### src/rtl/pc_gen_unit.sv
// Program-counter generator feeding the instruction fetch stage.
// Offers one PC at a time, advances on commit (sequential or redirect) and halts on a misaligned target.
module pc_gen_unit #(
    parameter logic [31:0] RESET_VECTOR = 32'h8000_0000,
    parameter int          CNT_W        = 64
) (
    input  logic             clk,
    input  logic             rst,
    output logic             out_valid,
    input  logic             out_ready,
    output logic [31:0]      out_pc,
    input  logic             commit_valid,
    input  logic             redir_valid,
    input  logic [31:0]      redir_pc,
    output logic             misalign_err,
    output logic [CNT_W-1:0] instret
);

    typedef enum logic [1:0] {
        ST_BOOT = 2'd0,
        ST_REQ  = 2'd1,
        ST_WAIT = 2'd2,
        ST_HALT = 2'd3
    } state_t;

    state_t             state_r;
    state_t             state_next_s;
    logic [31:0]        pc_r;
    logic [31:0]        pc_next_s;
    logic               valid_r;
    logic               valid_next_s;
    logic               err_r;
    logic               err_next_s;
    logic [CNT_W-1:0]   cnt_r;
    logic [CNT_W-1:0]   cnt_next_s;
    logic               commit_take_s;

    function automatic logic is_misaligned(input logic [31:0] addr);
        return (addr[1:0] != 2'b00);
    endfunction

    assign commit_take_s = (state_r == ST_WAIT) && commit_valid;

    // State register
    always_ff @(posedge clk) begin
        if (!rst) begin
            state_r <= ST_BOOT;
        end else begin
            state_r <= state_next_s;
        end
    end

    // Next-state decode
    always_comb begin
        state_next_s = state_r;
        case (state_r)
            ST_BOOT: state_next_s = ST_REQ;
            ST_REQ: begin
                if (out_ready) begin
                    state_next_s = ST_WAIT;
                end else begin
                    state_next_s = ST_REQ;
                end
            end
            ST_WAIT: begin
                if (commit_valid) begin
                    if (redir_valid && is_misaligned(redir_pc)) begin
                        state_next_s = ST_HALT;
                    end else begin
                        state_next_s = ST_REQ;
                    end
                end else begin
                    state_next_s = ST_WAIT;
                end
            end
            ST_HALT: state_next_s = ST_HALT;
            default: state_next_s = ST_BOOT;
        endcase
    end

    // Output/datapath next values; a misaligned redirect still retires but leaves the PC alone
    always_comb begin
        pc_next_s    = pc_r;
        err_next_s   = err_r;
        cnt_next_s   = cnt_r;
        valid_next_s = (state_next_s == ST_REQ);
        if (commit_take_s) begin
            cnt_next_s = cnt_r + {{(CNT_W-1){1'b0}}, 1'b1};
            if (redir_valid) begin
                if (is_misaligned(redir_pc)) begin
                    err_next_s = 1'b1;
                end else begin
                    pc_next_s = redir_pc;
                end
            end else begin
                pc_next_s = pc_r + 32'd4;
            end
        end else begin
            pc_next_s = pc_r;
        end
    end

    // Datapath and output registers
    always_ff @(posedge clk) begin
        if (!rst) begin
            pc_r    <= RESET_VECTOR;
            valid_r <= 1'b0;
            err_r   <= 1'b0;
            cnt_r   <= {CNT_W{1'b0}};
        end else begin
            pc_r    <= pc_next_s;
            valid_r <= valid_next_s;
            err_r   <= err_next_s;
            cnt_r   <= cnt_next_s;
        end
    end

    assign out_valid    = valid_r;
    assign out_pc       = pc_r;
    assign misalign_err = err_r;
    assign instret      = cnt_r;

endmodule

### config.mk
export PLATFORM = sky130hd
export DESIGN_NAME = pc_gen_unit
export DESIGN_NICKNAME = d
export VERILOG_FILES = /design/src/rtl/pc_gen_unit.sv
export SDC_FILE = /design/constraint.sdc
export NUM_CORES = 1
export LEC_CHECK = 0
export ABC_AREA = 1
export BUFFER_PORTS_ARGS = -buffer_cell sky130_fd_sc_hd__clkbuf_2
export CAP_MARGIN = 20
export CORE_MARGIN = 5
export CORE_UTILIZATION = 45
export CTS_CLUSTER_DIAMETER = 200
export DETAILED_ROUTE_END_ITERATION = 10
export HOLD_SLACK_MARGIN = 0.08
export PLACE_DENSITY_LB_ADDON = 0.08
export SYNTH_ARGS = -nofsm -noshare
export SYNTH_HDL_FRONTEND = slang
export SYNTH_SLANG_ARGS = --single-unit
export TNS_END_PERCENT = 10
### constraint.sdc
create_clock -name clk -period 3.2 [get_ports clk]
set_input_delay 0.16 -clock clk [delete_from_list [all_inputs] [get_ports clk]]
set_output_delay 0.16 -clock clk [all_outputs]
set_load 0.05 [all_outputs]
==> metrics.txt, run 1 <==
Mapped Area 6280 sq um; post-synth top area cell dfxtp_1; CTS Hold Bufs 2; Mapped Cells 1,019; max frequency about 560 MHz; reg2reg end out_pc[23]; CTS resizes 0; minimum clock period 1.80 ns; CTS tree built; Final Cycle Share 56.2%; setup repair after global routing missed its margin no; CP arrival a little over 2 ns; layout overhead on the synthesized area 18.6%; Longest Clk Path Bufs 2; Global Route met1 Usage 29.7%; Die ar. 16,400 sq um; number of synthesized flops with an enable pin 0; Tot GR Track Use a little under a quarter; largest net degree at the start of global routing 44; Clock Power Share 44.2%; Slew HR 57.8%; post-synthesis async set-or-reset flop share 0%; reg2reg start out_pc[7]; Post-CTS Setup Bufs 0; met2 Use GR between 30% and 40%; Sink Count 100; Top FF cell, synth dfxtp_1; Worst Setup EP out_pc[23]; Final Hold Vio Count 0; setup slack after layout 1.40 ns; first-pass GRT wire length around 30,000 um; register area share after synthesis 31.9%; CTS buffer count 9; DRC 0; Sw Ratio 23.8%; CTS H-Tree Depth 3; Final Non-Filler Cells 1,334; total negative slack 0 ns; Yosys cell types 43; slowest stage delay, CP 0.45 ns; global-route met3 utilization 2.79%; Hold/Removal Path Class input pin to register; DRT iter0 DRCs 520; DR pass1 iterations 5; Antenna Cells 0; number of core rows 43; Combinational Power Share 6.4%; Clk pin slew, worst setup/hold paths roughly 0.07 ns; Place WS 1.34 ns; worst hold start redir_pc[3]; vias in the first global route 6,291; Buffers on Ports between 100 and 150; worst hold slack 0.102 ns; Worst setup EP type register; Register-to-Register Path Depth 9; outcome complete, no violations; initial antenna violation count 0; syn_nets 1,058; worst-margin pin slew roughly 0.63 ns; flop2flop setup slack 1.40 ns; Crit path top cell by count nand2_1; mean post-synth cell area just over 6 sq um; Die Span X 128 um; Synth warnings 0; Startpoint Class register; cell depth of the worst setup path 9; post-synth top area share 31.9%; LEAKAGE 3.13 nW; share of cells above drive strength 1 about a fifth; post-route antenna net violation count 0; hpwl dp 14,600 um; Final GP Congestion about 0.94; via-per-instance ratio slightly above 5; slowest CP cell dfxtp_1; GR Overflow Total 0; IO Count approximately 140; max-cap violations 0; Critical Path, Cell by Cell nand2_1 > nor2_1 > nand2_2 > nor2_4 > nand3_2 > o21ai_0 > nand2_1 > nand2_1 > a21oi_1; crit path max fanout 6; Core ar. 13,800 sq um; fin nets around 1,200; CP Buf/Inv Count 0; total number of vias 6,738; die height 128 um; Seq pwr share between 40 and 50%; IR Drop Worst-Case VDD 0.222 mV; clock skew ~0.0064 ns; routed wire length 18,700 um; CP required 3.43 ns; placed cell count 1,316; Initial Util 45.6%; Setup crit start out_pc[7]; Final setup viols 0; largest cells by area after synthesis dfxtp_1 (32%), nand2_1 (16%), nor2_1 (11%), inv_1 (6.9%), nand3_1 (5.4%); Root Buffer clkbuf_16; grt peak-use layer met2; Power Density 344 nW/um^2; post-layout util 54.1%; Clock Latency Late Sink 0.35 ns; most frequent cells in the layout nand2_1 (264), nor2_1 (192), clkbuf_2 (134), inv_1 (116), dfxtp_1 (100); average wire per standard cell 14.0 um; Sw Pwr 0.612 mW; Seq cells post-synth 100; Slew Limit Fails 0; commonest non-fill, non-tap cell in the layout nand2_1; cell internal pwr 1.95 mW; CP Class register to register; Largest delay share family, worst path simple AND/OR/NAND/NOR gates
==> power groups by stage <==
stage / Clock (mW) / Sequential, mW / Combinational (mW)
after floorplan: 0 / 1.32 / 0.0798
after global placement: 0 / 1.30 / 0.163
after detailed placement: 0 / 1.30 / 0.163
after CTS: 1.16 / 1.27 / 0.165
after global routing: 1.21 / 1.27 / 0.182
final: 1.13 / 1.27 / 0.164
==> logic make-up after synthesis <==
logic type,after synthesis,share of synthesized area (%)
xor+xnor,11,1.53
fa+ha+maj,2,0.398
flops,100,31.9
buf+inv,146,8.84
simple gates,639,47.0
compound gates,121,10.3
==> cells in the mapped netlist (2+ instances only) <==
cell type and count:
o21bai_1 2, nand3b_1 10, nor2_4 10, xnor2_1 5, o21ai_1 8, nor2_8 2
nand2_1 264, nor2_1 192, nand2_4 2, nor3b_1 3, o211ai_1 3, inv_2 7
nor3_1 22, o21ai_0 35, nand3_2 9, a21oi_1 59, dfxtp_1 100, nand3_4 2
a31oi_1 6, nor3_2 2, inv_1 116, nand3_1 68, nor2_2 20, buf_2 6
o21a_1 4, nand2_2 7, clkbuf_1 15, ha_1 2, xor2_1 6, o31ai_1 2
nand4_1 18
==> stage by stage <==
stage	area, sq um	power [mW]
after global routing	7450	2.66
final	7450	2.57
after floorplan	6280	1.40
after global placement	7120	1.46
after detailed placement	7120	1.46
after CTS	7450	2.59
==> layer usage <==
| layer | part of all wire, % | routed length [um] |
|---|---|---|
| met5 | 0 | 0 |
| met4 | 3.2 | 599 |
| met3 | 4.5 | 840 |
| met2 | 47 | 8740 |
| met1 | 45 | 8490 |
==> sequential cells by signal (all words and copies together), names as in the netlist <==
signal	cells
out_pc	32
out_valid	1
instret	64
state_r	2
misalign_err	1
==> final cells by class <==
type | instances | area (sq um)
inverter | 124 | 465
multi-input combinational | 773 | 3720
sequential | 100 | 2000
fill | 1477 | 6320
timing repair buffer | 141 | 728
clock inverter | 4 | 47.5
clock buffer | 12 | 256
tap | 180 | 225
==> tightest hold or removal path, stage by stage <==
cell      delay [ns]
clkbuf_2        0.08
nand2_1         0.09
a31oi_1         0.09
==> worst min path at each step <==
stage / slack, ns / cells past startpoint / to
after global routing: 0.1 / 3 / out_pc[2]
after global placement: 0.38 / 2 / state_r[0]
after detailed placement: 0.38 / 2 / state_r[0]
final: 0.10 / 3 / out_pc[3]
after CTS: 0.09 / 3 / out_pc[2]
after floorplan: 0.27 / 1 / state_r[0]
Note: power is estimated with default switching activity, not from simulation.
==> inputs of run 2 (changes only) <==
Settings changed: ABC_AREA 1 to 0.
Clock period 3.2 ns to 1.87 ns, I/O delays scaled along.
==> run 2 against run 1 <==
Compared with the run above: the flow now finishes with violations (negative setup slack); combinational power up 100%; clock skew grew 0.0050 ns; largest cell class unchanged; cell count down 22%; global-route usage is 2.6 points higher; clock power increased by 27%; wire length decreased by 6.6%; final area shrank 0.32%; area after synthesis decreased by 20%; critical path depth decreased by 2; critical endpoint is now instret[63]; utilization rose by 14 points.
==> metrics.txt, run 2 <==
register area share after synthesis 39.9% (+8.0 points); post-synth top area share 39.9% (+8.0 points); average wire per standard cell 16.9 um (+20%); reg2reg end instret[63]; fin nets 928 (-22%); vias in the first global route 5,816 (-7.6%); Startpoint Class register; hold path endpoint out_pc[9]; max-cap violations 0 (unchanged); hpwl dp 12,600 um (-14%); first-pass GRT wire length 27,900 um (-9.6%); IO Count 135 (unchanged); DRT iter0 DRCs 401 (-23%); Worst setup EP type register; CP required 2.19 ns (-1.24 ns); Seq cells post-synth 100 (unchanged); Slew Limit Fails 0 (unchanged); max frequency 480 MHz (-14%); post-synthesis async set-or-reset flop share 0% (unchanged); worst-margin pin slew 0.423 ns (-0.209 ns); via-per-instance ratio 5.79 (+15%); layout overhead on the synthesized area 47.8%; top cells by count, synth dfxtp_1 (100), nand2_1 (55), nor2_1 (53); Final GP Congestion 0.891 (-5.4%); Slew HR 71.5% (+14 points); Clk pin slew, worst setup/hold paths 0.10 ns (+0.03 ns); Longest Clk Path Bufs 2 (unchanged); number of core rows 38 (-12%); Die ar. 13,400 sq um (-19%); reg2reg start instret[40]; placed cell count 988 (-25%); most numerous cell in the Yosys netlist dfxtp_1; Buffers on Ports 134 (unchanged); Die Span X 116 um (-9.7%); Power Density 525 nW/um^2 (+52%); violated checks negative setup slack; Initial Util 46.1% (+0.54 points); most frequent cells in the layout clkbuf_2 (134), buf_4 (115), nor2_1 (53), nand2_1 (52), a21oi_1 (45); Root Buffer clkbuf_8; setup slack after layout -0.214 ns (-1.62 ns); GR Overflow Total 0 (unchanged); Layout fillers 898 (-39%); Multi-input gate area 3010 sq um (-19%); Register Area 2140 sq um (+6.7%); Clock Latency Late Sink 0.38 ns (+0.03 ns); outcome complete, but fails checks; worst hold start redir_pc[9]; die height 116 um (-9.7%); hold depth 4 (+1); flop2flop setup slack -0.21 ns (-1.62 ns); CTS tree built; crit path max fanout 23 (+17); Hold/Removal Path Class input pin to register; Yosys cell types 56 (+30%); clock skew 0.0114 ns (+0.00501 ns); commonest non-fill, non-tap cell in the layout clkbuf_2; DR pass1 iterations 4 (-1); initial antenna violation count 0 (unchanged); number of synthesized flops with an enable pin 0 (unchanged); post-synth top area cell dfxtp_1; Register-to-Register Path Depth 7 (-2); DRC 0 (unchanged); CTS H-Tree Depth 3 (unchanged); Top FF cell, synth dfxtp_1; share of cells above drive strength 1 41.5% (+22 points); Antenna Cells 0 (unchanged); setup repair after global routing missed its margin yes; Mapped Area 5020 sq um (-20%); Final Non-Filler Cells 1,034 (-22%); post-route antenna net violation count 0 (unchanged); Final Hold Vio Count 0 (unchanged); post-layout util 68.2% (+14 points); CTS buffer count 9 (unchanged); max reg flops 64 (unchanged); total number of vias 5,988 (-11%); Final setup viols 32 (+32); Tot GR Track Use 25.7% (+2.6 points); IR Drop Worst-Case VDD 0.471 mV (+110%); largest cells by area after synthesis dfxtp_1 (40%), a21oi_1 (5.1%), nand3_1 (4.4%), nand2_1 (4.1%), nor2_1 (4.0%); Synth warnings 0 (unchanged); mean post-synth cell area 7.97 sq um (+29%); LEAKAGE 2.94 nW (-5.9%); routed wire length 17,400 um (-6.6%); Final Cycle Share 111% (+55 points); syn_nets 669 (-37%); Sink Count 100 (unchanged); Place WS -0.203 ns (-1.55 ns); minimum clock period 2.08 ns (+0.287 ns); Mapped Cells 630 (-38%); largest net degree at the start of global routing 31 (-30%); Core ar. 10,900 sq um (-21%); CP arrival 2.40 ns (+0.38 ns); CP Class register to register
-- run 2: cell count changes after synthesis, sizes merged, moves of 8 or more --
| cell | delta |
|---|---|
| a21oi | -8 |
| o31ai | +13 |
| or3 | +21 |
| and3 | +10 |
| nand3b | -8 |
| nand2 | -218 |
| inv | -111 |
| nor2 | -171 |
| clkbuf | +14 |
| xor2 | +11 |
| and4 | +14 |
| nand3 | -34 |
| or4 | +17 |
| nand4 | +11 |
-- run 2: stage by stage --
step | total power [mW] | area (sq um) | hold slack [ns] | TNS [ns]
after floorplan | 2.33 | 5260 | 0.228 | -3.81
after global placement | 2.45 | 6810 | 0.317 | -1.33
after detailed placement | 2.45 | 6810 | 0.322 | -2.36
after CTS | 3.92 | 7310 | 0.0830 | -2.11
after global routing | 4.03 | 7420 | 0.126 | -8.07
final | 3.90 | 7420 | 0.0949 | -3.40
-- run 2: cell families after synthesis --
family	after synthesis	share of synthesized area, %
fa+ha+maj	2	0.498
mux	4	0.797
flops	100	39.9
xor+xnor	27	4.71
compound gates	158	19.5
simple gates	294	31.2
buf+inv	45	3.44
-- run 2: critical path, stage by stage, from the launching register on --
cell	delay, ns
dfxtp_4	0.35
nand4_1	0.19
nor4_2	0.30
buf_4	0.18
nand4_1	0.16
buf_6	0.21
or4_4	0.48
a21oi_2	0.14
-- run 2: worst max-delay path by stage --
stage                            from          end  cells after the start
after CTS                 instret[40]  instret[63]                      7
after global placement    instret[40]  instret[54]                      7
final                     instret[40]  instret[63]                      7
after global routing      instret[11]  instret[41]                      6
after floorplan             out_pc[9]   out_pc[30]                      6
after detailed placement  instret[39]  instret[56]                      7
-- run 2: where the power goes --
part	internal, mW	leakage (nW)	switching (mW)
registers	2.11	0.845	0.0138
clock network	0.626	0.100	0.815
logic	0.137	2.00	0.193
total	2.88	2.94	1.02
-- run 2: timing repair --
| item | CTS | global route |
|---|---|---|
| gates resized for setup | 7 | 24 |
| endpoints found under the setup margin | 32 | 46 |
| hold buffers | 27 | 0 |
| hold endpoints to repair | 28 | 0 |
| setup buffers | 0 | 3 |
| pin swaps | 17 | 13 |
-- run 2: cell type report --
class                   instances  area share (%)
clock buffers                   9            1.67
clock inverters                 7           0.994
inverters                      12           0.607
multi-input cells             485            40.5
flip-flops and latches        100            28.8
well taps                     140            2.36
repair buffers                281            25.1
-- run 2: routing by layer --
metal	vias up	part of all wire [%]	GRT usage, %	routed length [um]
met4	0	3.5	11.4	602
met1	2819	45	34.5	7760
li1	2883	-	-	-
met2	233	46	41.2	7970
met5	-	0	0	0
met3	53	6.2	3.92	1090
==> inputs of run 3 (changes only) <==
Settings changed: BUFFER_PORTS_ARGS -buffer_cell sky130_fd_sc_hd__clkbuf_2 to -buffer_cell sky130_fd_sc_hd__buf_4, CORE_ASPECT_RATIO set to 2.
==> run 3 against run 2 <==
Compared with the run above: the run still ends with negative setup slack left; sequential share of layout area decreased by 1.8 points; via count increased by 4.1%; die area increased by 0.96%.
==> metrics.txt, run 3 (same netlist as run 2, synthesis figures left out) <==
outcome complete, but fails checks; violated checks negative setup slack; placed cell count 1,000 (+1.2%); Antenna Cells 0 (unchanged); max-cap violations 0 (unchanged); initial antenna violation count 0 (unchanged); Combinational Power Share 8.0% (-0.5 points); CP Class register to register; Seq pwr share 50.0% (-4.6 points); Final GP Congestion 0.939 (+5.4%); post-route antenna net violation count 0 (unchanged); CTS buffer count 9 (unchanged); Clock Latency Late Sink 0.34 ns (-0.04 ns); fin nets 935 (+0.75%); Final Non-Filler Cells 1,041 (+0.68%); reg2reg start out_pc[12]; Longest Clk Path Bufs 2 (unchanged); CP required 2.14 ns (-0.05 ns); Slew HR 73.3% (+1.7 points); layout overhead on the synthesized area 57.6%; Clock Power Share 42.0% (+5.0 points); via-per-instance ratio 5.99 (+3.4%); cell internal pwr 3.20 mW (+11%); minimum clock period 2.00 ns (-0.0827 ns); crit path max fanout 5 (-78%); Root Buffer clkbuf_16; Final setup viols 27 (-16%); Die Span X 84.7 um (-27%); CTS tree built; Final Cycle Share 107% (-4.4 points); Buffers on Ports 134 (unchanged); max frequency 500 MHz (+4.1%); max reg flops 64 (unchanged); Final Hold Vio Count 0 (unchanged); Hold/Removal Path Class input pin to register; Sw Pwr 1.05 mW (+2.6%); Die ar. 13,500 sq um (+0.96%); Tot GR Track Use 27.1% (+1.3 points); Global Route met1 Usage 25.4% (-9.2 points); Setup crit start out_pc[12]; Power Density 537 nW/um^2 (+2.3%); worst-margin pin slew 0.398 ns (-0.0259 ns); Core ar. 10,900 sq um (+0.53%); met2 Use GR 50.9% (+9.8 points); post-layout util 72.3% (+4.2 points); GR Overflow Total 0 (unchanged); setup slack after layout -0.132 ns (+0.0827 ns); LEAKAGE 3.15 nW (+7.2%); share of cells above drive strength 1 44.5% (+3.0 points); grt peak-use layer met2; die height 159 um (+38%); hpwl dp 14,400 um (+14%); worst hold start redir_pc[11]; DRC 0 (unchanged); IR Drop Worst-Case VDD 0.461 mV (-2.1%); Slew Limit Fails 0 (unchanged); vias in the first global route 6,274 (+7.9%); DR pass1 iterations 5 (+1); most frequent cells in the layout buf_4 (265), nor2_1 (53), nand2_1 (51), a21oi_1 (42), nand3_1 (40); average wire per standard cell 18.7 um (+11%); fin area 7920 sq um (+6.7%); DRT iter0 DRCs 313 (-22%); first-pass GRT wire length 29,800 um (+6.8%); number of core rows 54 (+42%); total negative slack -1.29 ns (+2.11 ns); CTS H-Tree Depth 3 (unchanged); setup repair after global routing missed its margin yes; routed wire length 19,500 um (+12%); CP arrival 2.27 ns (-0.13 ns); global-route met3 utilization 4.40% (+0.49 points); Worst setup EP type register; Sink Count 100 (unchanged); largest net degree at the start of global routing 33 (+6.5%); IO Count 135 (unchanged); Clk pin slew, worst setup/hold paths 0.07 ns (-0.03 ns); Startpoint Class register; Sw Ratio 24.6% (-1.6 points); total number of vias 6,231 (+4.1%); Initial Util 45.9% (-0.24 points); placed cell area 7240 sq um (+6.2%); commonest non-fill, non-tap cell in the layout buf_4; clock skew 0.00733 ns (-0.00405 ns)
-- run 3: worst paths after layout --
path	slack [ns]	endpoint	cells past startpoint
max	-0.13	out_pc[30]	5
min	0.08	out_pc[11]	3
max reg2reg	-0.13	out_pc[30]	5
min reg2reg	0.49	out_pc[0]	1
-- run 3: per-layer routing --
layer | part of all wire [%] | up-vias
li1 | - | 2901
met1 | 33 | 2989
met2 | 55 | 268
met3 | 5.4 | 73
met4 | 6.4 | 0
met5 | 0 | -
-- run 3: repair_timing --
item | CTS | global route
pin swaps | 14 | 27
hold buffers | 12 | 0
resized for setup | 11 | 40
gates cloned | 0 | 2
endpoints found under the hold margin | 12 | 0
buffers inserted | 1 | 10
endpoints found under the setup margin | 34 | 50
-- run 3: cell type report --
type,instances,area (sq um)
sequential,100,2140
inverter,12,45.0
timing repair buffer,287,2220
tap,140,175
clock inverter,5,32.5
fill,900,3030
multi-input combinational,486,3070
clock buffer,11,243
-- run 3: power groups by stage --
stage	clock [mW]	sequential, mW	combinational, mW
floorplan	0	2.22	0.108
global placement	0	2.17	0.305
detailed placement	0	2.18	0.308
CTS	1.81	2.13	0.329
global route	1.92	2.13	0.359
finish	1.79	2.13	0.338
-- run 3: through the flow --
stage	hold WS, ns	setup WS (ns)	total power, mW
global placement	0.314	-0.182	2.48
finish	0.0766	-0.132	4.25
floorplan	0.228	-0.202	2.33
CTS	0.0810	-0.123	4.26
global route	0.0912	-0.173	4.40
detailed placement	0.325	-0.226	2.48
-- run 3: worst max-delay path, cell delays in order, from the launching register on --
cell,delay [ns]
dfxtp_2,0.33
nand4_1,0.17
or4_4,0.56
or4_4,0.47
o31a_1,0.31
o21ai_1,0.09
